<file path="config.mk">
export PLATFORM = sky130hd
export DESIGN_NAME = module_rx_decoder
export DESIGN_NICKNAME = d
export VERILOG_FILES = /design/src/rtl/rx_decoder_pkg.sv /design/src/rtl/module_rx_decoder_syndrome.sv /design/src/rtl/module_rx_decoder.sv
export SDC_FILE = /design/constraint.sdc
export NUM_CORES = 1
export LEC_CHECK = 0
export ABC_AREA = 0
export CAP_MARGIN = 10
export CELL_PAD_IN_SITES_DETAIL_PLACEMENT = 0
export CELL_PAD_IN_SITES_GLOBAL_PLACEMENT = 1
export CORE_MARGIN = 3
export CORE_UTILIZATION = 42
export CTS_CLUSTER_DIAMETER = 30
export CTS_CLUSTER_SIZE = 8
export DETAILED_ROUTE_END_ITERATION = 6
export DONT_BUFFER_PORTS = 1
export HOLD_SLACK_MARGIN = 0.02
export PLACE_DENSITY = 0.78
export SYNTH_ARGS = -nofsm -noshare
export SYNTH_HDL_FRONTEND = slang
export SYNTH_SLANG_ARGS = --single-unit
</file>
<file path="constraint.sdc">
create_clock -name clk -period 2 [get_ports clk]
set_clock_uncertainty 0.05 [all_clocks]
set_input_delay 0.2 -clock clk [delete_from_list [all_inputs] [get_ports clk]]
set_output_delay 0.2 -clock clk [all_outputs]
set_load 0.02 [all_outputs]
</file>
<file path="src/rtl/rx_decoder_pkg.sv">
// Shared types and position constants for the Hamming(7,4) receive decoder.
// Positions are 1-based codeword positions; bit index = position - 1.
package rx_decoder_pkg;

    typedef logic [6:0] codeword_t;
    typedef logic [3:0] data_t;
    typedef logic [2:0] syndrome_t;

    localparam int PARITY_POS_0 = 1;
    localparam int PARITY_POS_1 = 2;
    localparam int PARITY_POS_2 = 4;

    localparam int DATA_POS_0 = 3;
    localparam int DATA_POS_1 = 5;
    localparam int DATA_POS_2 = 6;
    localparam int DATA_POS_3 = 7;

    localparam codeword_t PARITY_MASK = codeword_t'((1 << (PARITY_POS_0 - 1)) |
                                                    (1 << (PARITY_POS_1 - 1)) |
                                                    (1 << (PARITY_POS_2 - 1)));

    function automatic data_t extract_data(input codeword_t c);
        return {c[DATA_POS_3-1], c[DATA_POS_2-1], c[DATA_POS_1-1], c[DATA_POS_0-1]};
    endfunction

endpackage

</file>
<file path="src/rtl/module_rx_decoder_syndrome.sv">
// Combinational Hamming(7,4) syndrome: each bit is the parity over the
// positions whose index has that bit set.
module hamming74_syndrome
    import rx_decoder_pkg::*;
(
    input  codeword_t e,
    output syndrome_t syn
);

    assign syn[0] = e[0] ^ e[2] ^ e[4] ^ e[6];
    assign syn[1] = e[1] ^ e[2] ^ e[5] ^ e[6];
    assign syn[2] = e[3] ^ e[4] ^ e[5] ^ e[6];

endmodule

</file>
<file path="src/rtl/module_rx_decoder.sv">
// Hamming(7,4) receive decoder: combinational syndrome/flag, registered
// corrected data. Optional error counter enabled by RX_DECODER_ERRCNT_EN.
module module_rx_decoder
    import rx_decoder_pkg::*;
#(
    parameter int CNT_W = 8
) (
    input  logic             clk,
    input  logic             rst_n,
    input  logic [6:0]       e,
    input  logic             in_valid,
    output logic [3:0]       p,
    output logic             out_valid,
    output logic [3:0]       out_data,
    output logic [3:0]       out_syn
`ifdef RX_DECODER_ERRCNT_EN
    ,
    output logic [CNT_W-1:0] err_count
`endif
);

    syndrome_t syn;
    codeword_t flip;
    codeword_t corr;
    logic      err_flag;

    hamming74_syndrome u_syndrome (
        .e   (e),
        .syn (syn)
    );

    assign err_flag = |syn;
    assign p        = {err_flag, syn};

    // Syndrome k points at position k, i.e. bit k-1; a zero syndrome flips nothing.
    assign flip = err_flag ? codeword_t'(7'b000_0001 << (syn - 3'd1)) : '0;
    assign corr = e ^ flip;

    always_ff @(posedge clk) begin
        if (!rst_n) begin
            out_valid <= 1'b0;
            out_data  <= '0;
            out_syn   <= '0;
        end else begin
            out_valid <= in_valid;
            if (in_valid) begin
                out_data <= extract_data(corr);
                out_syn  <= p;
            end
        end
    end

`ifdef RX_DECODER_ERRCNT_EN
    always_ff @(posedge clk) begin
        if (!rst_n) begin
            err_count <= '0;
        end else if (in_valid && err_flag && (err_count != {CNT_W{1'b1}})) begin
            err_count <= err_count + CNT_W'(1);
        end
    end
`endif

endmodule

</file>
==> reports/metrics.cfg <==
[sta]
fmax_mhz=708.7
fin_crit_sh_pct=70.55
rsz0062_at_grt=false
final_hold_viol_count=0
final_max_slew_viol_count=0
period_minus_slack_ns=1.411
tightest_slew_ns=0.4683
setup_ws_ns=0.5890
holdWs_ns=0.03605
fin_setup_tns_ns=0
finalSetupViolations=0
timing.slew.headroom_pct=68.56

[worst_setup_path]
path_max_fanout=5
crit_path_start=e[4]
cp_cell_sequence=xnor3_2 > xor2_2 > nand3_1
slowest_stage=xnor3_2
crit_family=XOR/XNOR gates
start_kind=input port
crit_arrival_ns=1.16
worstPathRequired_ns=1.75
reg2reg_depth=2
timing.rr.start=out_data[2]$_SDFFE_PN0P_
crit_type=in -> out
worst-path-buf-inv=0
cp-end-kind=output pin
slowest_delay_ns=0.43
path_depth=3

[drt]
drc_errors=0
drtIter0Drc=12
ant_nets=0
post_drt_wl_per_cell_um=15.01
wl_um=1186
vias_per_cell=5.734
drt_first_pass_iters=4
via_count=453

[clock_tree]
clock_path_buffers=2
cts_resized=0
clock_latency_ns=0.26
postCtsSetupBuffers=0
clock_sinks=9
cts_htree_levels=1
path_clk_slew_ns=0.06
ctsRootBufferMaster=clkbuf_4
cts_tree=done
cts_made_buffers=3

[outcome]
status=complete, no violations

[synthesis]
syn_nets=72
netlist_instances=62
yosysSeqAreaShare_pct=31.58
ys_warn_count=0
synth_top_area_share_pct=31.58
ys_seq_elements=9
synth_async_sr_flop_share_pct=0
syn_area_um2=570.5
avgSynthCellArea_um2=9.202
synth_cell_types=25
synth_ff_type=dfxtp_1
yosys-top-cells-area=dfxtp_1 (32%), xnor2_1 (7.7%), o211a_1 (7.0%)
yosysTopAreaCell=dfxtp_1
synth-edff-count=0

[global_routing]
antenna_found_initial=0
grt_overflow=0
grt_pass1_wl_um=1952
grt_use_total_pct=14.38
first_global_vias=420
grt_max_degree=19

[floorplan]
io_pins=23
rows=12
core-area_um2=1186
start_util_pct=48.10
dieArea_um2=1837
die_w_um=42.86
die_h_um=42.86

[layout]
nets=76
utilization_pct=52.64
syn_to_final_growth_pct=9.430
drive_above_1_share_pct=13.85
n_antenna_cell=0

[hold_path]
worstHoldStart=rst_n
hp-class=in -> reg
hold_depth=2

[placed_design]
io_buffers=0
place_congestion=0.8481
dp_slack_ns=0.5116
dp_hpwl_um=851.7

[pwr]
pwr_density_cell_nw_per_um2=810.0
vdd_drop_max_mv=0.3744
power_mw=0.5058
leakage_nw=0.2672

[run]
drv_cap=0

[synthesized netlist by cell type (2+ instances only)]
cell and number:
a21o_1 2, xor2_1 3, nor3_1 4, clkbuf_1 2
o21ai_0 4, xnor2_1 5, o211a_1 4, inv_1 2
o2111a_1 2, nor2b_1 2, nand3_1 4, a211oi_2 3
o21ai_1 2, dfxtp_1 9, nand2_1 4
[power by group]
part / total [mW] / switching [mW] / internal, mW / leakage, nW
combinational: 0.142 / 0.0882 / 0.0533 / 0.177
clock: 0.139 / 0.0626 / 0.0768 / 0.0150
sequential: 0.225 / 0.0288 / 0.196 / 0.0749
[sequential cells by signal (all words and copies together), names as in the netlist]
signal,flops
out_valid,1
out_data,4
out_syn,4
[per-layer routing]
metal	routed length (µm)	up-vias	GRT usage (%)
li1	-	229	-
met1	558	205	19.34
met2	514	19	18.86
met3	113	0	8.898
met4	0	0	3.727
met5	0	-	0
[path summary, 6_finish.rpt]
kind,end,slack [ns]
min,out_data[3]$_SDFFE_PN0P_,0.04
max reg2reg,out_data[2]$_SDFFE_PN0P_,1.15
max,p[3],0.59
min reg2reg,out_syn[0]$_SDFFE_PN0P_,0.58
[area by class of cell]
cell class	instances	area [µm²]
Fill cell	116	561.8
Multi-Input combinational cell	46	356.6
Sequential cell	9	180.2
Timing Repair Buffer	3	30.03
Clock buffer	4	26.28
Tap cell	14	17.52
Inverter	3	13.76
[repair_timing]
item                                    CTS  global route
endpoints found under the setup margin    0             0
endpoints found under the hold margin     5             1
hold buffers                              2             1
[cell families (layout without fill, tap and decap cells)]
kind of cell           count (synthesis)  in the layout  share of synthesized area, %
AO/OA/AOI/OAI                         19             19                         27.85
AND/OR/NAND/NOR                       17             17                         15.35
XOR/XNOR                              10             10                         19.30
flip-flops                             9              9                         31.58
buffers and inverters                  7             10                         5.922
[cell usage in the layout, fill, tap and decap left out, types with 3 or more instances in the layout]
| cell type | count |
|---|---|
| nand2_1 | 4 |
| a211oi_2 | 3 |
| o211a_1 | 4 |
| nor3_1 | 4 |
| xor2_1 | 3 |
| clkbuf_4 | 3 |
| dfxtp_1 | 9 |
| o21ai_0 | 4 |
| nand3_1 | 4 |
| xnor2_1 | 5 |
| dlygate4sd3_1 | 3 |
[through the flow]
stage               cells  instance area (µm²)
detailed placement     72                568.0
floorplan              62                570.5
finish                 79                624.3
global route           79                624.3
CTS                    78                614.3
global placement       72                568.0
Power figures use the tool's default switching activity.
